### src/rtl/demux2_pair_collector.sv
// Purpose: route tagged serial samples to ch0/ch1 registers and present completed {ch0, ch1} pairs.
// Latency: out_valid rises 1 cycle after the input transfer that completes a pair.
// Backpressure: a held pair stalls input (in_ready=0) until out_ready; release and reload share one edge.
module demux2_pair_collector #(
  parameter int W  = 1,
  parameter int CW = 8
) (
  input  logic          clk,
  input  logic          rst_n,
  input  logic [W-1:0]  in_data,
  input  logic          in_sel,
  input  logic          in_valid,
  output logic          in_ready,
  output logic [W-1:0]  out0,
  output logic [W-1:0]  out1,
  output logic          out_valid,
  input  logic          out_ready,
  output logic          err_dup,
  output logic [CW-1:0] pair_count
);

  typedef enum logic [1:0] {
    EMPTY = 2'd0,
    GOT0  = 2'd1,
    GOT1  = 2'd2,
    FULL  = 2'd3
  } state_t;

  state_t state;
  state_t state_nxt;
  logic   in_xfer;
  logic   out_xfer;
  logic   dup_nxt;

  // in_ready depends only on state and out_ready, never on in_valid
  assign in_ready  = (state != FULL) || out_ready;
  assign out_valid = (state == FULL);
  assign in_xfer   = in_valid && in_ready;
  assign out_xfer  = out_valid && out_ready;

  // State register
  always_ff @(posedge clk or negedge rst_n) begin
    if (!rst_n) begin
      state <= EMPTY;
    end else begin
      state <= state_nxt;
    end
  end

  // Next-state and duplicate-tag detection
  always_comb begin
    state_nxt = state;
    dup_nxt   = 1'b0;
    case (state)
      EMPTY: begin
        if (in_xfer) begin
          state_nxt = in_sel ? GOT1 : GOT0;
        end
      end
      GOT0: begin
        if (in_xfer) begin
          if (in_sel) begin
            state_nxt = FULL;
          end else begin
            dup_nxt = 1'b1;
          end
        end
      end
      GOT1: begin
        if (in_xfer) begin
          if (!in_sel) begin
            state_nxt = FULL;
          end else begin
            dup_nxt = 1'b1;
          end
        end
      end
      FULL: begin
        // in_xfer can only happen here together with out_xfer
        if (out_xfer) begin
          if (in_xfer) begin
            state_nxt = in_sel ? GOT1 : GOT0;
          end else begin
            state_nxt = EMPTY;
          end
        end
      end
      default: begin
        state_nxt = EMPTY;
      end
    endcase
  end

  // Channel registers load only on an accepted sample with the matching tag; never cleared on release
  always_ff @(posedge clk or negedge rst_n) begin
    if (!rst_n) begin
      out0 <= '0;
      out1 <= '0;
    end else if (in_xfer) begin
      if (in_sel) begin
        out1 <= in_data;
      end else begin
        out0 <= in_data;
      end
    end
  end

  // Registered one-cycle duplicate-tag pulse
  always_ff @(posedge clk or negedge rst_n) begin
    if (!rst_n) begin
      err_dup <= 1'b0;
    end else begin
      err_dup <= dup_nxt;
    end
  end

  // Consumed-pair counter, wraps silently
  always_ff @(posedge clk or negedge rst_n) begin
    if (!rst_n) begin
      pair_count <= '0;
    end else if (out_xfer) begin
      pair_count <= pair_count + CW'(1);
    end
  end

endmodule

### config.mk
export PLATFORM = sky130hd
export DESIGN_NAME = demux2_pair_collector
export DESIGN_NICKNAME = d
export VERILOG_FILES = /design/src/rtl/demux2_pair_collector.sv
export SDC_FILE = /design/constraint.sdc
export NUM_CORES = 1
export LEC_CHECK = 0
export CAP_MARGIN = 0
export CORE_MARGIN = 5
export CORE_UTILIZATION = 38
export CTS_CLUSTER_SIZE = 8
export DETAILED_ROUTE_END_ITERATION = 10
export PLACE_DENSITY = 0.66
export SYNTH_ARGS = -nofsm -noshare
export SYNTH_HDL_FRONTEND = slang
export SYNTH_SLANG_ARGS = --single-unit
export TNS_END_PERCENT = 1
### constraint.sdc
create_clock -name clk -period 2.2 [get_ports clk]
set_input_delay 0.22 -clock clk [delete_from_list [all_inputs] [get_ports clk]]
set_output_delay 0.22 -clock clk [all_outputs]
set_load 0.03 [all_outputs]
==> impl_metrics.prom <==
# TYPE chip_impl_metric gauge
chip_impl_metric{name="cts_buffer_count",unit=""} 3
chip_impl_info{name="synth-main-ff-cell",value="sky130_fd_sc_hd__dfrtp_1"} 1
chip_impl_metric{name="sequentialPowerShare",unit="%"} 33.5
chip_impl_metric{name="rows",unit=""} 15
chip_impl_metric{name="fin_worst_skew",unit="ns"} 0.00169
chip_impl_metric{name="core-area",unit="µm²"} 1730
chip_impl_metric{name="gp_congestion",unit=""} 0.818
chip_impl_metric{name="port_buffers",unit=""} 18
chip_impl_metric{name="antenna_violating_nets_post_route",unit=""} 0
chip_impl_metric{name="floorplan.die.height",unit="µm"} 52.5
chip_impl_metric{name="register_area",unit="µm²"} 325
chip_impl_metric{name="drt-met1-wl",unit="µm"} 580
chip_impl_metric{name="first_pass_grt_wire_length",unit="µm"} 2200
chip_impl_metric{name="post-route-min-period",unit="ns"} 1.96
chip_impl_info{name="criticalPathCategory",value="reg -> out"} 1
chip_impl_metric{name="synth_sequential_area_ratio",unit="%"} 47.4
chip_impl_metric{name="global_route.overflow_total",unit=""} 0
chip_impl_metric{name="internal-power",unit="mW"} 0.684
chip_impl_metric{name="synth_warnings",unit=""} 0
chip_impl_metric{name="worst_slack",unit="ns"} 0.239
chip_impl_info{name="topRoutingLayerUsed",value="met4"} 1
chip_impl_info{name="synth_area_leaders",value="sky130_fd_sc_hd__dfrtp_1, sky130_fd_sc_hd__ha_1, sky130_fd_sc_hd__xnor2_1, sky130_fd_sc_hd__mux2_2, sky130_fd_sc_hd__nand4_1"} 1
chip_impl_info{name="crit_path_start_kind",value="register"} 1
chip_impl_metric{name="mappedNetlistNets",unit=""} 70
chip_impl_info{name="outcome",value="finished clean"} 1
chip_impl_metric{name="maximum_number_of_pins_on_one_net_before_global_route_repair",unit=""} 14
chip_impl_metric{name="cts-root-to-sink-buffers",unit=""} 2
chip_impl_metric{name="die_width",unit="µm"} 52.5
chip_impl_info{name="yosys.cell_count.top_type",value="sky130_fd_sc_hd__dfrtp_1"} 1
chip_impl_metric{name="areaGrowthSynthToFinish",unit="%"} 33.9
chip_impl_metric{name="drtIter0Drc",unit=""} 1
chip_impl_metric{name="synth_cells",unit=""} 58
chip_impl_metric{name="worst_hold_slack",unit="ns"} 0.310
chip_impl_metric{name="post_cts_buffers",unit=""} 0
chip_impl_metric{name="die_area",unit="µm²"} 2760
chip_impl_metric{name="post-dp-hpwl",unit="µm"} 1010
chip_impl_info{name="min_path_type",value="in -> async"} 1
chip_impl_metric{name="switching_fraction_of_total_power",unit="%"} 42.4
chip_impl_metric{name="slew_viol_final",unit=""} 0
chip_impl_metric{name="vias_in_the_first_global_route",unit=""} 500
chip_impl_metric{name="power.net_switching",unit="mW"} 0.504
chip_impl_metric{name="drt_pre_antenna_iters",unit=""} 2
chip_impl_metric{name="vias",unit=""} 492
chip_impl_metric{name="setup_viol",unit=""} 0
chip_impl_metric{name="synth_cell_type_count",unit=""} 21
chip_impl_info{name="critPathCaptureType",value="output port"} 1
chip_impl_metric{name="num-nets-final",unit=""} 92
chip_impl_metric{name="worst_slew_pin_slew",unit="ns"} 0.570
chip_impl_metric{name="p_comb_share",unit="%"} 54.1
chip_impl_metric{name="async_reset_ff_share",unit="%"} 100
chip_impl_metric{name="cts_resized",unit=""} 0
chip_impl_info{name="ctsRootBufferMaster",value="sky130_fd_sc_hd__clkbuf_4"} 1
chip_impl_metric{name="post_route_cells_drive_above_1_share",unit="%"} 12.7
chip_impl_metric{name="drv.max_cap_violation_count",unit=""} 0
chip_impl_metric{name="arrival",unit="ns"} 1.74
chip_impl_metric{name="crit_fanout",unit=""} 5
chip_impl_metric{name="synth.top_cell.area_share",unit="%"} 47.4
chip_impl_metric{name="drt-wirelength-per-cell",unit="µm"} 12.1
chip_impl_metric{name="insertion_delay",unit="ns"} 0.27
chip_impl_metric{name="met3_wirelength",unit="µm"} 57
chip_impl_metric{name="antenna_cells",unit=""} 0
chip_impl_metric{name="cts_num_sinks",unit=""} 13
chip_impl_info{name="yosys.area.top_type",value="sky130_fd_sc_hd__dfrtp_1"} 1
chip_impl_metric{name="io_pins",unit=""} 19
chip_impl_metric{name="vdd_ir_drop_max",unit="V"} 0.000569
chip_impl_metric{name="fillers",unit=""} 171
chip_impl_metric{name="initial_core_util",unit="%"} 39.8
chip_impl_metric{name="fin_total_pwr",unit="mW"} 1.19
chip_impl_metric{name="grt_use_total",unit="%"} 10.8
chip_impl_metric{name="met2_length",unit="µm"} 608
chip_impl_metric{name="htree_num_levels",unit=""} 1
chip_impl_metric{name="period_share",unit="%"} 89.1
chip_impl_metric{name="final-hold-violation-count",unit=""} 0
chip_impl_metric{name="critPathRequiredTime",unit="ns"} 1.98
chip_impl_metric{name="number_of_enable_type_register_cells_in_the_synthesized_netlist",unit=""} 0
chip_impl_metric{name="avgViaCountPerCell",unit=""} 4.73
chip_impl_info{name="tritoncts",value="built"} 1
chip_impl_metric{name="power.share.clock",unit="%"} 12.4
chip_impl_metric{name="synth_area_per_cell",unit="µm²"} 11.8
chip_impl_metric{name="totalNegativeSetupSlack",unit="ns"} 0
chip_impl_info{name="rsz0062_at_grt",value="no"} 1
chip_impl_metric{name="power_density",unit="nW/µm²"} 1290
chip_impl_metric{name="slew-limit-headroom",unit="%"} 61.9
chip_impl_info{name="synth_commonest_cells",value="sky130_fd_sc_hd__dfrtp_1, sky130_fd_sc_hd__ha_1, sky130_fd_sc_hd__xnor2_1"} 1
chip_impl_metric{name="clk_transition_reported_paths",unit="ns"} 0.08
chip_impl_metric{name="postLayoutCoreUtil",unit="%"} 53.3
chip_impl_metric{name="holdBufCountCts",unit=""} 0
chip_impl_metric{name="pre_cts_worst_setup_slack",unit="ns"} 0.426
chip_impl_metric{name="drcViolationCount",unit=""} 0
chip_impl_metric{name="p_leak",unit="nW"} 0.407
chip_impl_metric{name="grt_antenna_before_repair",unit=""} 0
chip_impl_metric{name="totalWireLength",unit="µm"} 1260
chip_impl_metric{name="netlist_area",unit="µm²"} 687
chip_impl_metric{name="achievable-frequency",unit="MHz"} 510
chip_impl_metric{name="total_area_of_multi_input_combinational_cells",unit="µm²"} 345
chip_impl_metric{name="ys_seq_elements",unit=""} 13
state kept, by name, summed over array words and instances (netlist names):
signal      flops
err_dup         1
out0            1
out1            1
pair_count      8
state           2
area by class of cell:
type                            instances  share of cell area [%]
Timing Repair Buffer                   18                    19.6
Inverter                                3                    1.22
Tap cell                               25                    3.40
Sequential cell                        13                    35.4
Multi-Input combinational cell         41                    37.6
Clock buffer                            4                    2.86
cell usage in the layout, fill, tap and decap left out, drive strengths merged, types with 2 or more instances in the layout:
cell / instances
clkbuf: 4
nand2b: 2
clkdlybuf4s50: 18
nand2: 2
xnor2: 6
dfrtp: 13
inv: 3
nand3: 3
o21ai: 2
nand4: 4
ha: 6
nor2: 2
and3: 2
xor2: 2
mux2: 5
kinds of logic after synthesis:
kind of cell / after synthesis / share of synthesized area (%)
mux: 5 / 8.20
simple gates: 16 / 13.7
compound gates: 6 / 7.29
buf+inv: 4 / 2.37
xor+xnor: 8 / 10.2
fa+ha+maj: 6 / 10.9
flops: 13 / 47.4
worst paths after layout:
| check | start | to | slack [ns] | cells after the start |
|---|---|---|---|---|
| min in group clk | pair_count[7] | pair_count[7] | 0.47 | 1 |
| max in group asynchronous | rst_n | pair_count[6] | 1.52 | 1 |
| worst max register to register | state[0] | state[1] | 0.68 | 5 |
| worst min register to register | pair_count[7] | pair_count[7] | 0.47 | 1 |
| worst min-delay path | rst_n | err_dup | 0.31 | 1 |
| worst max-delay path | state[0] | in_ready | 0.24 | 3 |
metal layers:
| metal | GRT usage, % | vias up |
|---|---|---|
| met3 | 1.99 | 2 |
| li1 | - | 240 |
| met2 | 17.1 | 10 |
| met1 | 13.3 | 240 |
| met5 | 0 | - |
| met4 | 6.38 | 0 |
worst max-delay path, stage by stage, from the launching register on:
cell and delay [ns]:
sky130_fd_sc_hd__dfrtp_1 0.42, sky130_fd_sc_hd__ha_1 0.27, sky130_fd_sc_hd__nand2b_4 0.11, sky130_fd_sc_hd__clkdlybuf4s50_1 0.67
per-stage QoR:
stage	area (µm²)	cells
final	920	104
after global routing	920	104
after CTS	920	104
after detailed placement	893	100
after global placement	893	100
after floorplan	687	58
power groups by stage:
| stage | logic (mW) | clock network (mW) | registers, mW |
|---|---|---|---|
| floorplan | 0.321 | 0 | 0.509 |
| global placement | 0.651 | 0 | 0.397 |
| detailed placement | 0.650 | 0 | 0.404 |
| CTS | 0.651 | 0.152 | 0.399 |
| global route | 0.702 | 0.166 | 0.415 |
| finish | 0.643 | 0.147 | 0.398 |
Note: power is estimated with default switching activity, not from simulation.
